**src/rtl/regfile_writeback_pkg.sv**
```systemverilog
// Shared constants for the register-file writeback slice.
// Holds register-file geometry and a small helper used by the arbiter
// and the long-latency result FIFO.
package regfile_writeback_pkg;

  localparam int              XLEN_DEF   = 32;
  localparam int              REG_ADDR_W = 5;
  localparam int              REG_COUNT  = 32;
  localparam logic [4:0]      X0_ADDR    = 5'h00;

  // x0 is hardwired zero: writes to it are discarded and it is never pending.
  function automatic logic is_x0(input logic [REG_ADDR_W-1:0] a);
    return a == X0_ADDR;
  endfunction

endpackage

```
**src/rtl/regfile_writeback_fifo.sv**
```systemverilog
// wb_fifo: synchronous DEPTH-entry FIFO buffering long-latency results
// ({rd, data} payload) until the register-file write port is free.
// Ports:
//   clk, rst      clock, async active-low reset (empties the FIFO)
//   i_push        enqueue i_rd/i_data (ignored when full)
//   i_pop         dequeue head (ignored when empty)
//   o_rd, o_data  head entry
//   o_full        DEPTH entries held (from registered count)
//   o_empty       no entries held (from registered count)
module wb_fifo
  import regfile_writeback_pkg::*;
#(
  parameter int XLEN  = 32,
  parameter int DEPTH = 4
) (
  input  logic                  clk,
  input  logic                  rst,
  input  logic                  i_push,
  input  logic                  i_pop,
  input  logic [REG_ADDR_W-1:0] i_rd,
  input  logic [XLEN-1:0]       i_data,
  output logic [REG_ADDR_W-1:0] o_rd,
  output logic [XLEN-1:0]       o_data,
  output logic                  o_full,
  output logic                  o_empty
);

  localparam int            PW       = $clog2(DEPTH);
  localparam logic [PW:0]   FULL_CNT = (PW+1)'(DEPTH);

  logic [REG_ADDR_W-1:0] r_mem_rd   [DEPTH];
  logic [XLEN-1:0]       r_mem_data [DEPTH];
  logic [PW-1:0]         r_wptr, r_rptr;
  logic [PW:0]           r_count;
  logic                  w_push, w_pop;

  assign o_full  = (r_count == FULL_CNT);
  assign o_empty = (r_count == '0);
  assign w_push  = i_push && !o_full;
  assign w_pop   = i_pop && !o_empty;
  assign o_rd    = r_mem_rd[r_rptr];
  assign o_data  = r_mem_data[r_rptr];

  // Payload storage needs no reset; only pointers/count define validity.
  always_ff @(posedge clk) begin
    if (w_push) begin
      r_mem_rd[r_wptr]   <= i_rd;
      r_mem_data[r_wptr] <= i_data;
    end
  end

  // DEPTH is a power of two, so pointers wrap by natural overflow.
  always_ff @(posedge clk or negedge rst) begin
    if (!rst) begin
      r_wptr  <= '0;
      r_rptr  <= '0;
      r_count <= '0;
    end else begin
      if (w_push) r_wptr <= r_wptr + PW'(1);
      if (w_pop)  r_rptr <= r_rptr + PW'(1);
      case ({w_push, w_pop})
        2'b10:   r_count <= r_count + (PW+1)'(1);
        2'b01:   r_count <= r_count - (PW+1)'(1);
        default: r_count <= r_count;
      endcase
    end
  end

endmodule

```
**src/rtl/regfile_writeback.sv**
```systemverilog
// regfile_writeback: owns the single write port of the 32x32 integer
// register file. ALU results always win the port; buffered long-latency
// results drain in arrival order when the port is free. A starvation
// counter asks upstream to bubble the ALU so the FIFO can drain, and a
// pending-destination scoreboard feeds the hazard unit.
// Ports:
//   clk, rst                          clock, async active-low reset
//   alu_valid/alu_rd/alu_data         single-cycle result, no backpressure
//   alu_stall                         ask upstream to hold alu_valid low
//   lsu_valid/lsu_ready/lsu_rd/lsu_data  long-latency result handshake
//   issue_valid/issue_rd              mark destination pending on issue
//   rf_we/rf_rd_addr/rf_rd_din        registered register-file write port
//   pending                           scoreboard, bit n = xn awaiting result
module regfile_writeback
  import regfile_writeback_pkg::*;
#(
  parameter int XLEN         = XLEN_DEF,
  parameter int DEPTH        = 4,
  parameter int STARVE_LIMIT = 8
) (
  input  logic                  clk,
  input  logic                  rst,
  input  logic                  alu_valid,
  input  logic [REG_ADDR_W-1:0] alu_rd,
  input  logic [XLEN-1:0]       alu_data,
  output logic                  alu_stall,
  input  logic                  lsu_valid,
  output logic                  lsu_ready,
  input  logic [REG_ADDR_W-1:0] lsu_rd,
  input  logic [XLEN-1:0]       lsu_data,
  input  logic                  issue_valid,
  input  logic [REG_ADDR_W-1:0] issue_rd,
  output logic                  rf_we,
  output logic [REG_ADDR_W-1:0] rf_rd_addr,
  output logic [XLEN-1:0]       rf_rd_din,
  output logic [REG_COUNT-1:0]  pending
);

  localparam int            CW    = $clog2(STARVE_LIMIT + 1);
  localparam logic [CW-1:0] LIMIT = CW'(STARVE_LIMIT);

  logic                  r_we;
  logic [REG_ADDR_W-1:0] r_addr;
  logic [XLEN-1:0]       r_din;
  logic [REG_COUNT-1:0]  r_pending;
  logic [CW-1:0]         r_starve;

  logic                  w_alu_win, w_pop, w_push;
  logic                  w_full, w_empty;
  logic [REG_ADDR_W-1:0] w_head_rd;
  logic [XLEN-1:0]       w_head_data;
  logic [REG_COUNT-1:0]  w_pend_nxt;

  // ALU results are never dropped: a valid non-x0 ALU result owns the port
  // even while alu_stall is up (upstream may not have honoured it yet).
  assign w_alu_win = alu_valid && !is_x0(alu_rd);
  assign w_pop     = !w_alu_win && !w_empty;
  // Ready comes from the registered count only, so a same-cycle pop never
  // opens a full FIFO.
  assign lsu_ready = !w_full;
  assign w_push    = lsu_valid && lsu_ready;

  wb_fifo #(.XLEN(XLEN), .DEPTH(DEPTH)) u_fifo (
    .clk     (clk),
    .rst     (rst),
    .i_push  (w_push),
    .i_pop   (w_pop),
    .i_rd    (lsu_rd),
    .i_data  (lsu_data),
    .o_rd    (w_head_rd),
    .o_data  (w_head_data),
    .o_full  (w_full),
    .o_empty (w_empty)
  );

  // Scoreboard: clear on the pop that presents the write, then apply the
  // issue set so a same-cycle reissue of that register stays pending.
  always_comb begin
    w_pend_nxt = r_pending;
    if (w_pop && !is_x0(w_head_rd))
      w_pend_nxt[w_head_rd] = 1'b0;
    if (issue_valid && !is_x0(issue_rd))
      w_pend_nxt[issue_rd] = 1'b1;
    w_pend_nxt[0] = 1'b0;
  end

  always_ff @(posedge clk or negedge rst) begin
    if (!rst) begin
      r_we      <= 1'b0;
      r_addr    <= '0;
      r_din     <= '0;
      r_pending <= '0;
      r_starve  <= '0;
    end else begin
      r_pending <= w_pend_nxt;

      if (w_alu_win) begin
        r_we   <= 1'b1;
        r_addr <= alu_rd;
        r_din  <= alu_data;
      end else if (w_pop) begin
        // x0 entries still leave the FIFO but never assert the write.
        r_we   <= !is_x0(w_head_rd);
        r_addr <= w_head_rd;
        r_din  <= w_head_data;
      end else begin
        r_we   <= 1'b0;
      end

      // Counts ALU-owned cycles that left a non-empty FIFO waiting.
      if (w_pop || w_empty)
        r_starve <= '0;
      else if (w_alu_win && r_starve != LIMIT)
        r_starve <= r_starve + CW'(1);
    end
  end

  assign alu_stall  = (r_starve == LIMIT);
  assign rf_we      = r_we;
  assign rf_rd_addr = r_addr;
  assign rf_rd_din  = r_din;
  assign pending    = r_pending;

endmodule

```
**config.mk**
```make
export PLATFORM = sky130hd
export DESIGN_NAME = regfile_writeback
export DESIGN_NICKNAME = d
export VERILOG_FILES = /design/src/rtl/regfile_writeback_pkg.sv /design/src/rtl/regfile_writeback_fifo.sv /design/src/rtl/regfile_writeback.sv
export SDC_FILE = /design/constraint.sdc
export NUM_CORES = 1
export LEC_CHECK = 0
export BUFFER_PORTS_ARGS = -buffer_cell sky130_fd_sc_hd__buf_4
export CAP_MARGIN = 20
export CORE_ASPECT_RATIO = 2
export CORE_UTILIZATION = 31
export DETAILED_ROUTE_END_ITERATION = 16
export GPL_TIMING_DRIVEN = 0
export MAX_ROUTING_LAYER = met4
export SLEW_MARGIN = 20
export SYNTH_ARGS = -nofsm -noshare
export SYNTH_HDL_FRONTEND = slang
export SYNTH_SLANG_ARGS = --single-unit
```
**constraint.sdc**
```tcl
create_clock -name clk -period 2.5 [get_ports clk]
set_input_delay 0.375 -clock clk [delete_from_list [all_inputs] [get_ports clk]]
set_output_delay 0.375 -clock clk [all_outputs]
set_load 0.01 [all_outputs]
```
==> impl_metrics.py <==
metrics = {
    "logic_synthesis": {
        "postSynthNetCount": 685,
        "yosysUniqueCellTypes": 41,
        "synth.most_common_cell": "edfxtp_1",
        "ys_seq_area_frac": 0.7010,
        "yosys.area.top_type": "edfxtp_1",
        "avgSynthCellArea_um2": 15.51,
        "synth_edf_count": 148,
        "syn_area_um2": 9195,
        "ys_ff_latch": 228,
        "synth_top_flop_cell": "edfxtp_1",
        "yosysTopAreaCellShare": 0.4833,
        "ys_warn_count": 0,
        "ys_top_cells_by_count": "148 x edfxtp_1, 97 x nor2_1, 80 x dfrtp_1, 48 x a21oi_1, 38 x mux2i_1",
        "netlist_instances": 593,
        "synthTopCellsByArea": "edfxtp_1 48%, dfrtp_1 22%, mux4_2 8.6%, mux2i_1 4.1%, nor2_1 4.0%",
        "synthArstFlopShare": 0.3509,
    },
    "worst_setup_path": {
        "crit_buf_inv": 1,
        "critPathLaunchType": "register",
        "crit_family": "simple AND/OR/NAND/NOR gates",
        "cpPeakStageDelay_ns": 0.63,
        "worstPathCellList": "buf_6 -> mux4_2 -> nor2_1 -> and3_1 -> o21ai_0",
        "critPathRequiredTime_ns": 2.86,
        "worstPathMaxFanout": 10,
        "arrival_ns": 2.58,
        "crit_slowest_cell": "mux4_2",
        "end_kind": "register",
        "critPathKind": "reg2reg",
    },
    "power": {
        "p_per_area_nw_per_um2": 1170,
        "p_leak_nw": 4.367,
        "ir_worst_vdd_mv": 0.5710,
    },
    "floorplan": {
        "dieArea_um2": 30400,
        "num_io_pins": 156,
        "core_area_um2": 28960,
        "fp.dieW_um": 123.8,
        "rows": 88,
        "start_util": 0.3175,
        "die_h_um": 245.6,
    },
    "sta": {
        "fmax_mhz": 449.9,
        "timing_hold_violations_final": 0,
        "post-route-period-util": 0.8891,
        "worst_slew_pin_slew_ns": 0.8244,
        "grt_setup_unrepaired": "false",
        "finClkSkew_ns": 0.01536,
        "hold_slack_ns": 0.06232,
        "slew_headroom": 0.4504,
        "setup_violations": 0,
        "drv_slew": 0,
        "min_period_ns": 2.223,
    },
    "final_layout": {
        "nets": 868,
        "area_delta_synth_final_pct": 26.82,
        "drive_above_1_share": 0.3106,
        "fin_area_um2": 11660,
        "fillers": 2721,
    },
    "grt": {
        "grt_max_degree": 81,
        "grt_overflow": 0,
        "antenna_found_initial": 2,
        "grt_pass1_vias": 5926,
        "grt_use_total": 0.1567,
        "grt_pass1_wl_um": 33840,
    },
    "place": {
        "io_buffers": 154,
        "routabilityCongestion": 0.8645,
        "placed_cell_area_um2": 10900,
        "place_hpwl_um": 16240,
    },
    "outcome": {
        "run_status": "completed",
    },
    "route": {
        "wire_per_inst_um": 19.53,
        "drt.antenna.violating_nets": 0,
        "drc": 0,
        "drtIter0Drc": 229,
        "vias": 5575,
        "wirelength_um": 22540,
        "viasPerCell": 4.831,
        "dr.pass1.iters": 4,
    },
    "clocking": {
        "cts_tree": "done",
        "clk_root_buffer_cell": "clkbuf_16",
        "cts_max_path_buffers": 3,
        "insertion_delay_ns": 0.51,
        "clock_sinks": 228,
        "clk_pin_slew_ns": 0.07,
        "htreeDepth": 1,
        "cts_made_buffers": 22,
    },
    "flow_run": {
        "cap_violations": 0,
    },
    "worst_hold_path": {
        "hold_class": "in2reg",
    },
}
## where the power goes
part	switching [W]	leakage [nW]	internal, W
Combinational	0.00248	1.72	0.00221
Clock	0.00138	0.349	0.00200
Sequential	0.000448	2.30	0.00512
## cell families (layout without fill, tap and decap cells)
kind of cell	Yosys count	in the layout	share of synthesized area
AO/OA/AOI/OAI	79	79	0.04844
XOR/XNOR	9	9	0.008573
AND/OR/NAND/NOR	152	152	0.07729
other	1	3	0.0004078
buffers and inverters	40	239	0.01851
flip-flops	228	228	0.7010
multiplexers	76	76	0.1340
adder cells (fa/ha/maj)	8	8	0.01170
## metal layers
| layer | GRT usage | wire length, um | vias to the layer above |
|---|---|---|---|
| li1 | - | - | 2598 |
| met1 | 0.1538 | 7768 | 2765 |
| met2 | 0.2923 | 12760 | 161 |
| met3 | 0.02412 | 1085 | 51 |
| met4 | 0.07193 | 920 | 0 |
| met5 | - | 0 | - |
## path summary, 6_finish.rpt
kind,start,to,slack [ns],depth (start not counted)
min in group asynchronous,rst,pending[23],0.52,2
setup reg to reg,u_fifo.r_rptr[0],rf_we,0.28,5
max in group asynchronous,rst,rf_rd_din[20],1.43,2
hold reg to reg,pending[12],pending[12],0.52,2
hold / removal,lsu_rd[2],u_fifo.r_mem_rd[3][2],0.06,1
setup / recovery,u_fifo.r_rptr[0],rf_we,0.28,5
## metrics by stage
step           worst slack, ns  instances  TNS [ns]  utilization  total power [W]
2_1_floorplan           0.4916        593         0            -         0.008393
3_3_place_gp           -0.3869       1107    -63.23       0.3730          0.01025
3_5_place_dp          -0.07543       1111    -1.084       0.3765          0.01041
4_1_cts                0.03540       1152         0       0.4023          0.01384
5_1_grt                0.07947       1154         0       0.4027          0.01441
6_report                0.2773       1154         0       0.4027          0.01364
## what timing repair did
action / CTS / global route
endpoints found under the hold margin: 80 / 0
hold buffers: 1 / 0
buffers inserted: 0 / 0
endpoints found under the setup margin: 1 / 1
gates resized for setup: 2 / 1
pin swaps: 0 / 0
## cells in the final DEF (no fill, tap or decap), types with 23 or more instances in the layout
cell,synthesis,final
mux2i_1,38,38
mux4_2,35,35
dfrtp_1,80,80
clkbuf_16,0,23
nor2_1,97,97
clkbuf_1,19,26
edfxtp_1,148,148
a21oi_1,48,48
buf_4,1,154
## layout make-up
type | instances | area [um^2] | area share
sequential | 228 | 6446 | 0.5528
multi-input combinational | 325 | 2601 | 0.2231
timing repair buffer | 159 | 1257 | 0.1078
clock buffer | 31 | 605.6 | 0.05193
tap | 360 | 450.4 | 0.03863
buffer | 30 | 133.9 | 0.01148
clock inverter | 9 | 123.9 | 0.01062
inverter | 10 | 37.54 | 0.003219
antenna | 2 | 5.005 | 0.0004292
## worst reg2reg max path, stage by stage, from the launching register on
cell and delay, ns:
dfrtp_1 0.42, buf_6 0.21, mux4_2 0.64, nor2_1 0.49, and3_1 0.24, o21ai_0 0.08
## state kept, by name (all words and copies together) (netlist names)
| name | cells |
|---|---|
| r_starve | 4 |
| u_fifo.r_count | 3 |
| rf_rd_din | 32 |
| rf_rd_addr | 5 |
| u_fifo.r_mem_data | 128 |
| u_fifo.r_mem_rd | 20 |
| u_fifo.r_rptr | 2 |
| pending | 31 |
| rf_we | 1 |
| u_fifo.r_wptr | 2 |
Note: power is estimated with default switching activity, not from simulation.
